File: src/rtl/sram_like_arbiter_pkg.sv
// Shared types for the sram-like arbiter.
//   arb_id_e     : owner tag stored in the ID FIFO (inst = 0, data = 1)
//   sram_size_e  : transfer size encoding on the sram-like bus
//   arb_state_e  : address-phase lock state
package sram_like_arbiter_pkg;

    typedef enum logic {
        ARB_ID_INST = 1'b0,
        ARB_ID_DATA = 1'b1
    } arb_id_e;

    typedef enum logic [1:0] {
        SRAM_SIZE_B = 2'd0,
        SRAM_SIZE_H = 2'd1,
        SRAM_SIZE_W = 2'd2
    } sram_size_e;

    typedef enum logic {
        ST_IDLE   = 1'b0,
        ST_LOCKED = 1'b1
    } arb_state_e;

endpackage

File: src/rtl/sram_like_arbiter_arb_id_fifo.sv
// arb_id_fifo: in-order 1-bit owner-ID FIFO for the sram-like arbiter.
// Ports:
//   clk, reset        clock, asynchronous active-high reset
//   push, push_id     enqueue owner ID (ignored when full)
//   pop               dequeue head (ignored when empty)
//   full, empty       occupancy flags
//   head              owner ID of the oldest outstanding transaction
module arb_id_fifo #(
    parameter int DEPTH = 2
) (
    input  logic clk,
    input  logic reset,
    input  logic push,
    input  logic push_id,
    input  logic pop,
    output logic full,
    output logic empty,
    output logic head
);

    localparam int PTR_W = (DEPTH > 1) ? $clog2(DEPTH) : 1;
    localparam int CNT_W = $clog2(DEPTH + 1);

    logic [DEPTH-1:0] mem_q, mem_d;
    logic [PTR_W-1:0] wr_ptr_q, wr_ptr_d;
    logic [PTR_W-1:0] rd_ptr_q, rd_ptr_d;
    logic [CNT_W-1:0] cnt_q, cnt_d;
    logic             do_push;
    logic             do_pop;

    // Pointer advance modulo DEPTH (also correct for DEPTH == 1).
    function automatic logic [PTR_W-1:0] ptr_inc(input logic [PTR_W-1:0] p);
        if (p == PTR_W'(DEPTH - 1)) begin
            return '0;
        end else begin
            return p + PTR_W'(1);
        end
    endfunction

    assign full  = (cnt_q == CNT_W'(DEPTH));
    assign empty = (cnt_q == CNT_W'(0));
    assign head  = mem_q[rd_ptr_q];

    // Next-state computation for storage, pointers and occupancy count.
    always_comb begin
        do_push  = push & ~full;
        do_pop   = pop & ~empty;
        mem_d    = mem_q;
        wr_ptr_d = wr_ptr_q;
        rd_ptr_d = rd_ptr_q;
        cnt_d    = cnt_q;
        if (do_push) begin
            mem_d[wr_ptr_q] = push_id;
            wr_ptr_d        = ptr_inc(wr_ptr_q);
        end else begin
            wr_ptr_d = wr_ptr_q;
        end
        if (do_pop) begin
            rd_ptr_d = ptr_inc(rd_ptr_q);
        end else begin
            rd_ptr_d = rd_ptr_q;
        end
        case ({do_push, do_pop})
            2'b10:   cnt_d = cnt_q + CNT_W'(1);
            2'b01:   cnt_d = cnt_q - CNT_W'(1);
            default: cnt_d = cnt_q;
        endcase
    end

    // FIFO state registers.
    always_ff @(posedge clk or posedge reset) begin
        if (reset) begin
            mem_q    <= '0;
            wr_ptr_q <= '0;
            rd_ptr_q <= '0;
            cnt_q    <= '0;
        end else begin
            mem_q    <= mem_d;
            wr_ptr_q <= wr_ptr_d;
            rd_ptr_q <= rd_ptr_d;
            cnt_q    <= cnt_d;
        end
    end

endmodule

File: src/rtl/sram_like_arbiter.sv
// sram_like_arbiter: shares one sram-like memory port between the instruction
// requester (inst_sram_*) and the data requester (data_sram_*).
// One address phase is granted per cycle; the owner of each accepted request is
// queued in an in-order ID FIFO and used to steer data_ok/rdata back.
// Ports:
//   clk, reset             clock, asynchronous active-high reset
//   inst_sram_* / data_sram_*  requester side (req/wr/size/addr/wstrb/wdata in,
//                          addrok/dataok/rdata out)
//   mem_*                  slave side (request payload out, addrok/dataok/rdata in)
//   arb_err                sticky: response arrived with no outstanding request
// Configuration macro: ARB_ROUND_ROBIN_EN (round-robin grant; default is fixed
// priority with data over inst).
module sram_like_arbiter
    import sram_like_arbiter_pkg::*;
#(
    parameter int MAX_OUTST = 2
) (
    input  logic        clk,
    input  logic        reset,
    input  logic        inst_sram_req,
    input  logic        inst_sram_wr,
    input  logic [1:0]  inst_sram_size,
    input  logic [31:0] inst_sram_addr,
    input  logic [3:0]  inst_sram_wstrb,
    input  logic [31:0] inst_sram_wdata,
    output logic        inst_sram_addrok,
    output logic        inst_sram_dataok,
    output logic [31:0] inst_sram_rdata,
    input  logic        data_sram_req,
    input  logic        data_sram_wr,
    input  logic [1:0]  data_sram_size,
    input  logic [31:0] data_sram_addr,
    input  logic [3:0]  data_sram_wstrb,
    input  logic [31:0] data_sram_wdata,
    output logic        data_sram_addrok,
    output logic        data_sram_dataok,
    output logic [31:0] data_sram_rdata,
    output logic        mem_req,
    output logic        mem_wr,
    output logic [1:0]  mem_size,
    output logic [31:0] mem_addr,
    output logic [3:0]  mem_wstrb,
    output logic [31:0] mem_wdata,
    input  logic        mem_addrok,
    input  logic        mem_dataok,
    input  logic [31:0] mem_rdata,
    output logic        arb_err
);

    arb_state_e state_q, state_d;
    arb_id_e    owner_q, owner_d;
    arb_id_e    grant;
    logic       req_sel;
    logic       req_ok;
    logic       handshake;
    logic       fifo_full;
    logic       fifo_empty;
    logic       fifo_head;
    logic       fifo_pop;
    logic       arb_err_q, arb_err_d;

`ifdef ARB_ROUND_ROBIN_EN
    arb_id_e    rr_q, rr_d;

    // Round-robin grant; a locked address phase keeps its owner.
    always_comb begin
        if (state_q == ST_LOCKED) begin
            grant = owner_q;
        end else if (inst_sram_req && data_sram_req) begin
            grant = rr_q;
        end else if (data_sram_req) begin
            grant = ARB_ID_DATA;
        end else begin
            grant = ARB_ID_INST;
        end
    end

    // Pointer moves to the other requester after every address handshake.
    always_comb begin
        if (handshake) begin
            rr_d = (grant == ARB_ID_INST) ? ARB_ID_DATA : ARB_ID_INST;
        end else begin
            rr_d = rr_q;
        end
    end

    // Round-robin pointer register.
    always_ff @(posedge clk or posedge reset) begin
        if (reset) begin
            rr_q <= ARB_ID_INST;
        end else begin
            rr_q <= rr_d;
        end
    end
`else
    // Fixed-priority grant (data over inst); a locked address phase keeps its owner.
    always_comb begin
        if (state_q == ST_LOCKED) begin
            grant = owner_q;
        end else if (data_sram_req) begin
            grant = ARB_ID_DATA;
        end else begin
            grant = ARB_ID_INST;
        end
    end
`endif

    // A full FIFO blocks the request even if a response pops an entry this cycle,
    // which keeps mem_req free of any path from mem_dataok.
    assign req_sel   = (grant == ARB_ID_DATA) ? data_sram_req : inst_sram_req;
    assign req_ok    = req_sel & ~fifo_full;
    assign handshake = req_ok & mem_addrok;
    assign fifo_pop  = mem_dataok & ~fifo_empty;

    // Lock FSM: an offered but unaccepted address phase pins the grant.
    always_comb begin
        state_d = state_q;
        owner_d = owner_q;
        case (state_q)
            ST_IDLE: begin
                if (req_ok && !mem_addrok) begin
                    state_d = ST_LOCKED;
                    owner_d = grant;
                end else begin
                    state_d = ST_IDLE;
                end
            end
            ST_LOCKED: begin
                // Also release if the requester withdrew, so the grant cannot stick.
                if (!req_ok || mem_addrok) begin
                    state_d = ST_IDLE;
                end else begin
                    state_d = ST_LOCKED;
                end
            end
            default: begin
                state_d = ST_IDLE;
                owner_d = ARB_ID_INST;
            end
        endcase
    end

    // Sticky error on a response that has no outstanding owner.
    always_comb begin
        if (mem_dataok && fifo_empty) begin
            arb_err_d = 1'b1;
        end else begin
            arb_err_d = arb_err_q;
        end
    end

    // Lock state, owner and error registers.
    always_ff @(posedge clk or posedge reset) begin
        if (reset) begin
            state_q   <= ST_IDLE;
            owner_q   <= ARB_ID_INST;
            arb_err_q <= 1'b0;
        end else begin
            state_q   <= state_d;
            owner_q   <= owner_d;
            arb_err_q <= arb_err_d;
        end
    end

    arb_id_fifo #(
        .DEPTH (MAX_OUTST)
    ) u_id_fifo (
        .clk     (clk),
        .reset   (reset),
        .push    (handshake),
        .push_id (grant),
        .pop     (fifo_pop),
        .full    (fifo_full),
        .empty   (fifo_empty),
        .head    (fifo_head)
    );

    // Output mux and response steering; forced to 0 while reset is asserted.
    always_comb begin
        mem_req          = 1'b0;
        mem_wr           = 1'b0;
        mem_size         = 2'd0;
        mem_addr         = 32'd0;
        mem_wstrb        = 4'd0;
        mem_wdata        = 32'd0;
        inst_sram_addrok = 1'b0;
        data_sram_addrok = 1'b0;
        inst_sram_dataok = 1'b0;
        data_sram_dataok = 1'b0;
        inst_sram_rdata  = 32'd0;
        data_sram_rdata  = 32'd0;
        arb_err          = 1'b0;
        if (!reset) begin
            mem_req = req_ok;
            if (grant == ARB_ID_DATA) begin
                mem_wr    = data_sram_wr;
                mem_size  = data_sram_size;
                mem_addr  = data_sram_addr;
                mem_wstrb = data_sram_wstrb;
                mem_wdata = data_sram_wdata;
            end else begin
                mem_wr    = inst_sram_wr;
                mem_size  = inst_sram_size;
                mem_addr  = inst_sram_addr;
                mem_wstrb = inst_sram_wstrb;
                mem_wdata = inst_sram_wdata;
            end
            inst_sram_addrok = handshake & (grant == ARB_ID_INST);
            data_sram_addrok = handshake & (grant == ARB_ID_DATA);
            inst_sram_dataok = fifo_pop & (fifo_head == ARB_ID_INST);
            data_sram_dataok = fifo_pop & (fifo_head == ARB_ID_DATA);
            inst_sram_rdata  = mem_rdata;
            data_sram_rdata  = mem_rdata;
            arb_err          = arb_err_q;
        end else begin
            mem_req = 1'b0;
        end
    end

endmodule

File: config.mk
export PLATFORM = sky130hd
export DESIGN_NAME = sram_like_arbiter
export DESIGN_NICKNAME = d
export VERILOG_FILES = /design/src/rtl/sram_like_arbiter_pkg.sv /design/src/rtl/sram_like_arbiter_arb_id_fifo.sv /design/src/rtl/sram_like_arbiter.sv
export SDC_FILE = /design/constraint.sdc
export NUM_CORES = 1
export LEC_CHECK = 0
export ABC_AREA = 1
export BUFFER_PORTS_ARGS = -buffer_cell sky130_fd_sc_hd__buf_4
export CAP_MARGIN = 20
export CORE_AREA = 2 2 123 125
export CTS_BUF_LIST = sky130_fd_sc_hd__clkbuf_4
export DETAILED_ROUTE_END_ITERATION = 8
export DIE_AREA = 0 0 125 127
export MAX_ROUTING_LAYER = met4
export SYNTH_ARGS = -nofsm -noshare
export SYNTH_HDL_FRONTEND = slang
export SYNTH_SLANG_ARGS = --single-unit
File: constraint.sdc
create_clock -name clk -period 2.2 [get_ports clk]
set_input_delay 0.44 -clock clk [delete_from_list [all_inputs] [get_ports clk]]
set_output_delay 0.44 -clock clk [all_outputs]
set_load 0.01 [all_outputs]
==> run metrics <==
Post-DRT Antenna Nets=0; dominant cell type by area after synthesis=inv_1; Synth Area in Adders=0.553%; Setup WS post-layout=0.108 ns; port buffer count=320; pre-CTS WS=approximately 0.25 ns; DPL Wire Length=8520 um; CTS Hold Buffers Added=0; Gate Count Post-Synth=around 400; CP Capture Type=output pin; post-detailed-routing wire length=10,900 um; Clock power frac=6.5%; final core utilization=32.0%; largest net degree at the start of global routing=82; compound-gate portion of the synthesized area=18.1%; Tmin final=about 2.1 ns; CP Max Fanout=46; Final Wtd Congestion=0.779; Die Height=~130 um; Root Buffer=clkbuf_4; Remaining DRCs=0; first-pass GRT wire length=16,500 um; Pre-Repair DR Iteration Count=5; post-synthesis mux area share=less than 1%; CP Launch Type=flip-flop; ranking of synthesized cells by area=inv_1 19%, nand3_1 14%, buf_4 12%; share of cells above drive strength 1=53.0%; post-CTS sizing=0; die width=125 um; status=finished clean; TritonCTS clock tree=done; Hold Fails Final Rpt=0; largest family of logic cells by synthesized area=buffers and inverters; switching power total=between 1000 and 1500 uW; clock skew=0.00184 ns; Setup TNS=0 ns; DR WL/cell=around 13 um; top-area cell type share of the netlist area=between 10% and 20%; critical path arrival=1.65 ns; Syn Nets=584; initial DRC count=108; synthesized flop and latch total=9; vias in the first global route=3,316; most common cell after layout, fill and taps aside=buf_4; WS Path Type=reg -> out; YS warnings=0; Final setup viols=0; Skew-Pair Late Insertion Delay=0.27 ns; CP Data Required Time=1.76 ns; Fmax achieved=approximately 0.48 GHz; buffer depth of the longest clock path=2; switch share=46.1%; Pint=1190 uW; Simple-Gate Fraction of Synth Area=between 30% and 40%; via count=3,392; WHS=0.284 ns; Synth Area in XOR/XNOR=1.16%; fillers=roughly 1.6k; # rows=44; Core Region=14,400 um^2; final net count=between 800 and 900; Worst-path clk slew=0.06 ns; setup bufs post-CTS=0; Combinational Power Share=79.9%; non-filler instance count after layout=approximately 860; Initial Util=roughly 16%; max_slew headroom=70.3%; Max Slew Vio Count=0; CTS Buf Count=3; Congestion Overflow GR=0; synthesized cell area=2260 um^2; VDD IR max=between 0.3 and 0.4 mV; dpl cells=854; GRT Util Overall=12.8%; most frequent cells in the layout=322 x buf_4, 113 x inv_1, 62 x nand3_1, 41 x nor2_1, 37 x o21ai_0; P&R area growth vs syn=104%; Die ar.=15,900 um^2; DR vias/cell=roughly 4; power density cells=478 nW/um^2; clk sinks=9; antenna violations before repair=0; worst hold path class=in -> async; diode count=0; max_cap viols=0; sequential share of the synthesized area=9.96%; IO Count=321; Cell variety after synth=27; H-Tree Depth=1; synthesized area per cell=~5.6 um^2; Slew @ Worst Pin=0.446 ns; unrepaired setup endpoints after global routing=false; Leakage Power=roughly 0.0028 uW; power share of the sequential group=13.6%; final worst-path cycle share=95.1%
## Yosys cell counts, drive strengths merged
cell / count
inv: 115
clkbuf: 6
nand2: 19
nor2: 41
mux2i: 1
xor2: 1
nand4: 5
nor3: 1
xnor2: 2
a21oi: 2
ha: 1
buf: 53
dfrtp: 9
o21ai: 73
nand3: 74
## routing by layer
layer | GRT usage, % | wire length, um | vias to the layer above
li1 | - | - | 1747
met1 | 15.2 | 4460 | 1446
met2 | 23.1 | 5420 | 190
met3 | 2.18 | 949 | 9
met4 | 1.90 | 86 | 0
met5 | - | 0 | -
## final cells by class
class | instances | area [um^2] | share of cell area (%)
Clock buffer | 4 | 30.0 | 0.650
Inverter | 115 | 432 | 9.35
Multi-Input combinational cell | 220 | 1180 | 25.5
Sequential cell | 9 | 225 | 4.88
Tap cell | 184 | 230 | 4.99
Timing Repair Buffer | 327 | 2520 | 54.6
## cell families after synthesis
kind of cell / Yosys count
and+or+nand+nor: 140
AOI/OAI and AO/OA: 75
xor gates and xnor gates: 3
buffers and inverters: 174
muxes: 1
DFF: 9
adders and majority gates: 1
## worst paths after layout
path	from	to	slack (ns)	cells past startpoint
min	reset	owner_q	0.28	3
max reg2reg	state_q	u_id_fifo.cnt_q[1]	0.35	8
max in group asynchronous	reset	arb_err_q	1.61	3
min in group clk	mem_dataok	arb_err_q	0.39	3
max	state_q	mem_wdata[23]	0.11	5
min reg2reg	arb_err_q	arb_err_q	0.47	2
## per-stage QoR
| stage | cell area, um^2 | power, uW |
|---|---|---|
| 6_report | 4620 | 2210 |
| 3_3_place_gp | 4560 | 2050 |
| 3_5_place_dp | 4560 | 2050 |
| 2_1_floorplan | 2260 | 1230 |
| 5_1_grt | 4620 | 2420 |
| 4_1_cts | 4590 | 2200 |
## flip-flops by register name, summed over array words and instances (netlist names)
signal	count
u_id_fifo.cnt_q	2
u_id_fifo.mem_q	2
arb_err_q	1
owner_q	1
state_q	1
u_id_fifo.rd_ptr_q	1
u_id_fifo.wr_ptr_q	1
## worst max-delay path, cell delays in order, from the launching register on
cell	delay [ns]
dfrtp_1	0.43
nand2_2	0.16
nand3_4	0.10
buf_12	0.18
o21ai_0	0.30
buf_4	0.18
## power by group through the flow
| stage | logic (uW) | clock network (uW) | registers (uW) |
|---|---|---|---|
| 6_report | 1760 | 143 | 300 |
| 5_1_grt | 1950 | 156 | 313 |
| 4_1_cts | 1750 | 150 | 300 |
| 3_5_place_dp | 1750 | 0 | 302 |
| 3_3_place_gp | 1740 | 0 | 305 |
| 2_1_floorplan | 948 | 0 | 287 |
Note: power is estimated with default switching activity, not from simulation.
